===== config.mk =====
export PLATFORM = sky130hd
export DESIGN_NAME = serial_pe_seq
export DESIGN_NICKNAME = d
export VERILOG_FILES = /design/src/rtl/serial_pe_seq_pkg.sv /design/src/rtl/serial_pe_seq_agen.sv /design/src/rtl/serial_pe_seq.sv
export SDC_FILE = /design/constraint.sdc
export NUM_CORES = 1
export LEC_CHECK = 0
export CAP_MARGIN = 20
export CORE_MARGIN = 2
export CORE_UTILIZATION = 35
export CTS_CLUSTER_DIAMETER = 30
export CTS_CLUSTER_SIZE = 16
export DETAILED_ROUTE_END_ITERATION = 8
export GPL_TIMING_DRIVEN = 1
export HOLD_SLACK_MARGIN = 0.05
export SLEW_MARGIN = 0
export SYNTH_ARGS = -nofsm -noshare
export SYNTH_HDL_FRONTEND = slang
export SYNTH_SLANG_ARGS = --single-unit

===== constraint.sdc =====
create_clock -name clk -period 4.93 [get_ports clk]
set_input_delay 0.986 -clock clk [delete_from_list [all_inputs] [get_ports clk]]
set_output_delay 0.986 -clock clk [all_outputs]
set_load 0.03 [all_outputs]

===== src/rtl/serial_pe_seq_pkg.sv =====
// serial_pe_seq_pkg: shared types and default widths for the serial_pe sequencer.
package serial_pe_seq_pkg;

    localparam int NUM_OUT_D    = 4;
    localparam int ADDR_W_D     = 9;
    localparam int LINE_ELEMS_D = 32;
    localparam int LEN_W_D      = 8;
    localparam int TIMEOUT_D    = 64;

    localparam logic [1:0] PE_CTL_FIRST = 2'b01;
    localparam logic [1:0] PE_CTL_MID   = 2'b00;
    localparam logic [1:0] PE_CTL_LAST  = 2'b10;

    typedef enum logic [2:0] {
        S_IDLE,
        S_FETCH,
        S_LEN,
        S_RUN,
        S_DRAIN,
        S_WRITE,
        S_FIN
    } state_t;

endpackage


===== src/rtl/serial_pe_seq_agen.sv =====
// serial_pe_seq_agen: element address generator. Keeps the running base of the
// batch, the per-output issue counter and total, and flags the first/last issue.
module serial_pe_seq_agen #(
    parameter int ADDR_W     = 9,
    parameter int LINE_ELEMS = 32,
    parameter int LEN_W      = 8
) (
    input  logic              clk,
    input  logic              rst_n,
    input  logic              clr,
    input  logic              load,
    input  logic [LEN_W-1:0]  len,
    input  logic              run,
    input  logic              adv,
    output logic [ADDR_W-1:0] mem_addr,
    output logic              first,
    output logic              last,
    output logic              ovf
);
    localparam int SH    = $clog2(LINE_ELEMS);
    localparam int TOT_W = LEN_W + SH;
    localparam int CHK_W = ((TOT_W > ADDR_W + 1) ? TOT_W : ADDR_W + 1) + 1;

    logic [ADDR_W:0]  base;
    logic [TOT_W-1:0] cnt;
    logic [TOT_W-1:0] total;
    logic [TOT_W-1:0] len_tot;

    assign len_tot = TOT_W'(len) << SH;

    // Requested span must end at or before the top of the element space.
    assign ovf = (CHK_W'(base) + CHK_W'(len_tot)) > CHK_W'(2 ** ADDR_W);

    assign first    = run && (cnt == '0);
    assign last     = run && (cnt == total - TOT_W'(1));
    assign mem_addr = run ? (ADDR_W'(base) + ADDR_W'(cnt)) : '0;

    // Base moves on by one output's span per written result; cleared per batch.
    always_ff @(posedge clk or negedge rst_n) begin
        if (!rst_n)   base <= '0;
        else if (clr) base <= '0;
        else if (adv) base <= base + (ADDR_W + 1)'(total);
    end

    // Issue counter restarts when a new line count is latched.
    always_ff @(posedge clk or negedge rst_n) begin
        if (!rst_n) begin
            cnt   <= '0;
            total <= '0;
        end else if (load) begin
            cnt   <= '0;
            total <= len_tot;
        end else if (run) begin
            cnt   <= cnt + TOT_W'(1);
        end
    end

endmodule


===== src/rtl/serial_pe_seq.sv =====
// serial_pe_seq: walks a batch of NUM_OUT dot products through one serial_pe.
// Optional DRAIN watchdog enabled by defining SERIAL_PE_SEQ_TIMEOUT_EN.
module serial_pe_seq
    import serial_pe_seq_pkg::*;
#(
    parameter int NUM_OUT    = NUM_OUT_D,
    parameter int ADDR_W     = ADDR_W_D,
    parameter int LINE_ELEMS = LINE_ELEMS_D,
    parameter int LEN_W      = LEN_W_D
`ifdef SERIAL_PE_SEQ_TIMEOUT_EN
   ,parameter int TIMEOUT    = TIMEOUT_D
`endif
) (
    input  logic                       clk,
    input  logic                       rst_n,
    input  logic                       start,
    output logic                       busy,
    output logic                       done,
    output logic                       err,
    output logic                       inst_rd,
    output logic [$clog2(NUM_OUT)-1:0] inst_addr,
    input  logic [LEN_W-1:0]           inst_data,
    output logic                       mem_rd,
    output logic [ADDR_W-1:0]          mem_addr,
    output logic [1:0]                 pe_ctl,
    output logic                       pe_vld_i,
    input  logic [31:0]                pe_result,
    input  logic                       pe_vld_o,
    output logic                       res_wr,
    output logic [$clog2(NUM_OUT)-1:0] res_addr,
    output logic [31:0]                res_data
);
    localparam int IDX_W = $clog2(NUM_OUT);

    state_t           state, state_nxt;
    logic [IDX_W-1:0] out_idx;
    logic [31:0]      res_q;
    logic             accept, load, adv, set_err, cap, zero_res, run;
    logic             first, last, ovf;
`ifdef SERIAL_PE_SEQ_TIMEOUT_EN
    logic [7:0]       wdog;
`endif

    serial_pe_seq_agen #(
        .ADDR_W     (ADDR_W),
        .LINE_ELEMS (LINE_ELEMS),
        .LEN_W      (LEN_W)
    ) u_agen (
        .clk      (clk),
        .rst_n    (rst_n),
        .clr      (accept),
        .load     (load),
        .len      (inst_data),
        .run      (run),
        .adv      (adv),
        .mem_addr (mem_addr),
        .first    (first),
        .last     (last),
        .ovf      (ovf)
    );

    // State register.
    always_ff @(posedge clk or negedge rst_n) begin
        if (!rst_n) state <= S_IDLE;
        else        state <= state_nxt;
    end

    // Next state plus all strobes; outputs are decoded from state so reset zeroes them at once.
    always_comb begin
        state_nxt = state;
        accept    = 1'b0;
        load      = 1'b0;
        adv       = 1'b0;
        set_err   = 1'b0;
        cap       = 1'b0;
        zero_res  = 1'b0;
        run       = 1'b0;
        busy      = (state != S_IDLE);
        done      = 1'b0;
        inst_rd   = 1'b0;
        inst_addr = '0;
        mem_rd    = 1'b0;
        res_wr    = 1'b0;
        res_addr  = '0;
        res_data  = '0;
        case (state)
            S_IDLE: begin
                if (start) begin
                    accept    = 1'b1;
                    state_nxt = S_FETCH;
                end
            end
            S_FETCH: begin
                inst_rd   = 1'b1;
                inst_addr = out_idx;
                state_nxt = S_LEN;
            end
            S_LEN: begin
                load = 1'b1;
                if (inst_data == '0) begin
                    set_err   = 1'b1;
                    zero_res  = 1'b1;
                    state_nxt = S_WRITE;
                end else if (ovf) begin
                    set_err   = 1'b1;
                    state_nxt = S_FIN;
                end else begin
                    state_nxt = S_RUN;
                end
            end
            S_RUN: begin
                run    = 1'b1;
                mem_rd = 1'b1;
                if (last) state_nxt = S_DRAIN;
            end
            S_DRAIN: begin
                if (pe_vld_o) begin
                    cap       = 1'b1;
                    state_nxt = S_WRITE;
                end
`ifdef SERIAL_PE_SEQ_TIMEOUT_EN
                else if (wdog == 8'(TIMEOUT - 1)) begin
                    set_err   = 1'b1;
                    state_nxt = S_FIN;
                end
`endif
            end
            S_WRITE: begin
                res_wr    = 1'b1;
                res_addr  = out_idx;
                res_data  = res_q;
                adv       = 1'b1;
                state_nxt = (out_idx == IDX_W'(NUM_OUT - 1)) ? S_FIN : S_FETCH;
            end
            S_FIN: begin
                done      = 1'b1;
                state_nxt = S_IDLE;
            end
            default: state_nxt = S_IDLE;
        endcase
    end

    // Output index, captured result and sticky error flag.
    always_ff @(posedge clk or negedge rst_n) begin
        if (!rst_n) begin
            out_idx <= '0;
            res_q   <= '0;
            err     <= 1'b0;
        end else begin
            if (accept)      out_idx <= '0;
            else if (adv)    out_idx <= out_idx + IDX_W'(1);
            if (cap)         res_q <= pe_result;
            else if (zero_res) res_q <= '0;
            if (accept)      err <= 1'b0;
            else if (set_err) err <= 1'b1;
        end
    end

    // Delay issue-cycle controls by the SRAM read latency so they meet the read data.
    always_ff @(posedge clk or negedge rst_n) begin
        if (!rst_n) begin
            pe_vld_i <= 1'b0;
            pe_ctl   <= PE_CTL_MID;
        end else begin
            pe_vld_i <= run;
            pe_ctl   <= first ? PE_CTL_FIRST : (last ? PE_CTL_LAST : PE_CTL_MID);
        end
    end

`ifdef SERIAL_PE_SEQ_TIMEOUT_EN
    // Watchdog counts consecutive DRAIN cycles.
    always_ff @(posedge clk or negedge rst_n) begin
        if (!rst_n)                wdog <= '0;
        else if (state == S_DRAIN) wdog <= wdog + 8'd1;
        else                       wdog <= '0;
    end
`endif

endmodule


==> run summary <==
Final hold violations: 0
Clock network power share: 19.1%
Least-Margin Pin Slew: 1.06 ns
Largest net degree at the start of global routing: 48
Postcts setup bufs: 0
Global route overflow: 0
FF-to-FF End: err$_DFFE_PN0P_
HP Class: flip-flop to flip-flop
Ports: 98
Synth cell types: 51
CTS buffer count: 9
Drt drc: 0
Maximum clock path buffer count: 2
Vias: 3252
PwrDens: 476 nW/um^2
Hold_buf cts: 0
Setup TNS: 0 ns
Worst Path Buf+Inv: 2
CP max stage cell: clkdlybuf4s50_1
Initial Util: 36.3%
Synthesized flop and latch total: 67
GP Congestion: 0.811
Crit. Startpoint: state[2]$_DFFE_PN0P_
Overall Global Routing Usage: 18.7%
Synth top area share: 44.4%
Predominant post-synthesis flop cell: dfrtp_1
Layout overhead on the synthesized area: 34.4%
CP Launch Type: flip-flop
Worst vdd ir: 0.196 mV
Die width: 108 microns
Ys async rst share: 100%
Total Wirelength: 10300 microns
Worst path top cell family by delay: buffers and inverters
Top post-synthesis cells by area: dfrtp_1 44%, a22o_1 7.4%, and3_1 6.3%
Sink Count: 67
CP peak stage delay: 0.68 ns
Syn nets: 444
Worst EP arrival: 2.50 ns
WL/cell: 16.8 microns
Internal power: 1.45 mW
Antenna cells: 0
Pwr Total: 2.42 mW
First-pass DRT Iterations: 4
Number of synthesized flops with an enable pin: 0
Number of global-route vias before repair: 3414
Fillers: 996
CTS tree: yes
Most area-hungry cell type in the Yosys netlist: dfrtp_1
Worst-Skew Late Latency: 0.35 ns
Post-DP HPWL: 7360 microns
Final Critical Period: 3.49 ns
R2r startpoint: u_agen.base[5]$_DFFE_PN0N_
Vias per Instance: 5.30
Crit-path max FO: 11
Comb pwr share: 42.8%
End of the critical path: mem_addr[2]
Die area: 11600 sq um
Max Cap Violations: 0
Final Skew: 0.00798 ns
Post-Syn Instances: 382
Die Y: 108 microns
Setup CP Type: flip-flop to output pin
Number of gates resized after cts: 0
Layout Nets: 536
Initial antenna violation count: 0
Worst-case reg-to-reg path depth: 8
Stages on worst setup path: 5
Crit path cell chain: nand2b_1 -> or2_1 -> inv_2 -> and2_1 -> clkdlybuf4s50_1
IO Port Bufs: 97
Slew HR: 29.2%
RSZ-0062 raised after global routing: no
NetSw: 0.962 mW
Root buf cell: clkbuf_8
Cell row count: 37
First-pass GRT wire length: 17100 microns
Final Max Slew Viols: 0
Layout cells sized above 1: 6.49%
Power share of the sequential group: 38.1%
Crit. End Element: output pin
Post-synthesis average cell area: 9.89 sq um
Number of H-tree levels: 3
Leak pwr: 2.35 nW
Initial drt markers: 140
Yosys warns: 0
Clock-pin slew on the worst setup and hold paths: 0.07 ns
Tcrit/Tclk final: 70.7%
Hold_sp: res_q[8]$_DFFE_PN0P_
Setup violations, final: 0
Register area share after synthesis: 44.4%
CORE AREA: 10400 sq um
R2R setup slack: 2.51 ns
Mapped cell area: 3780 sq um
Worst Path Required: 3.94 ns
Upper clock frequency limit: 287 MHz
Sw Share: 39.8%
Post-DRT Antenna Nets: 0
Status: completed
## metal layers
metal,vias to the layer above,GRT usage (%),wire [microns]
met5,-,0,0
met4,0,7.51,180
met3,13,2.48,354
met2,78,31.0,5040
met1,1606,24.7,4780
li1,1555,-,-
## flip-flops by register name (all words and copies together), names as in the netlist
name,cells
pe_vld_i,1
u_agen.total,8
u_agen.base,5
err,1
state,3
u_agen.cnt,13
res_q,32
pe_ctl,2
out_idx,2
## cell usage after synthesis (5+ instances only)
| cell type | n |
|---|---|
| a21oi_1 | 22 |
| a22o_1 | 32 |
| and2_1 | 6 |
| and3_1 | 38 |
| clkbuf_1 | 17 |
| dfrtp_1 | 67 |
| ha_1 | 16 |
| inv_1 | 13 |
| mux2_1 | 6 |
| nand2_1 | 29 |
| nand2b_1 | 6 |
| nor2_1 | 20 |
| o21ai_0 | 9 |
| o21ai_1 | 7 |
| or3_1 | 5 |
| xnor2_1 | 14 |
| xor2_1 | 9 |
## power by group through the flow
stage	registers (mW)	clock network (mW)	logic, mW
floorplan	0.876	0	0.729
global placement	0.918	0	1.02
detailed placement	0.927	0	1.04
CTS	0.918	0.474	1.04
global route	0.945	0.498	1.15
finish	0.921	0.462	1.03
## layout make-up
class                      instances  area (sq um)  share of cell area [%]
tap                              136           170                    3.35
timing repair buffer             102          1000                    19.8
sequential                        67          1680                    33.0
multi-input combinational        279          1980                    39.0
clock inverter                     4          51.3                    1.01
inverter                          15          56.3                    1.11
clock buffer                      11           141                    2.78
## per-stage QoR
| stage | instances | util, % | hold WS, ns | setup WS, ns | cell area [sq um] |
|---|---|---|---|---|---|
| 2_1_floorplan | 382 | - | 0.446 | 2.22 | 3780 |
| 3_3_place_gp | 599 | 46.9 | 0.475 | 1.62 | 4880 |
| 3_5_place_dp | 599 | 46.9 | 0.477 | 1.54 | 4880 |
| 4_1_cts | 614 | 48.7 | 0.498 | 1.41 | 5080 |
| 5_1_grt | 614 | 48.7 | 0.511 | 1.34 | 5080 |
| 6_report | 614 | 48.7 | 0.496 | 1.44 | 5080 |
## cells by family (layout without fill, tap and decap cells)
family / after synthesis / after routing / share of synthesized area (%)
simple gates: 141 / 141 / 21.4
compound gates: 88 / 88 / 16.1
flops: 67 / 67 / 44.4
buf+inv: 36 / 132 / 3.88
xor+xnor: 23 / 23 / 5.33
fa+ha+maj: 18 / 18 / 6.36
mux: 9 / 9 / 2.58
## layout by cell type (no fill, tap or decap), types with 5 or more instances in the layout
| master | netlist | layout |
|---|---|---|
| clkdlybuf4s50_1 | 0 | 96 |
| dfrtp_1 | 67 | 67 |
| and3_1 | 38 | 38 |
| a22o_1 | 32 | 32 |
| nand2_1 | 29 | 29 |
| a21oi_1 | 22 | 21 |
| nor2_1 | 20 | 20 |
| ha_1 | 16 | 16 |
| xnor2_1 | 14 | 14 |
| inv_1 | 13 | 13 |
| clkbuf_8 | 0 | 10 |
| xor2_1 | 9 | 9 |
| o21ai_0 | 9 | 9 |
| o21ai_1 | 7 | 7 |
| nand2b_1 | 6 | 6 |
| and2_1 | 6 | 6 |
| mux2_1 | 6 | 6 |
| or3_1 | 5 | 5 |
| buf_4 | 0 | 5 |
## worst min path at each step
stage / to / slack, ns / cells past startpoint
floorplan: u_agen.base[9]$_DFFE_PN0N_ / 0.45 / 1
global placement: res_q[12]$_DFFE_PN0P_ / 0.48 / 1
detailed placement: res_q[22]$_DFFE_PN0P_ / 0.48 / 1
CTS: res_q[6]$_DFFE_PN0P_ / 0.50 / 1
global route: res_q[20]$_DFFE_PN0P_ / 0.51 / 1
finish: res_q[8]$_DFFE_PN0P_ / 0.50 / 1
## worst register-to-register path, stage by stage (launching register included)
cell	delay, ns
dfrtp_1	0.46
ha_1	0.26
fa_1	0.47
nor3b_1	0.25
a31oi_1	0.07
o31ai_1	0.21
a221oi_1	0.13
o31ai_1	0.32
a21oi_1	0.11
Note: power is estimated with default switching activity, not from simulation.
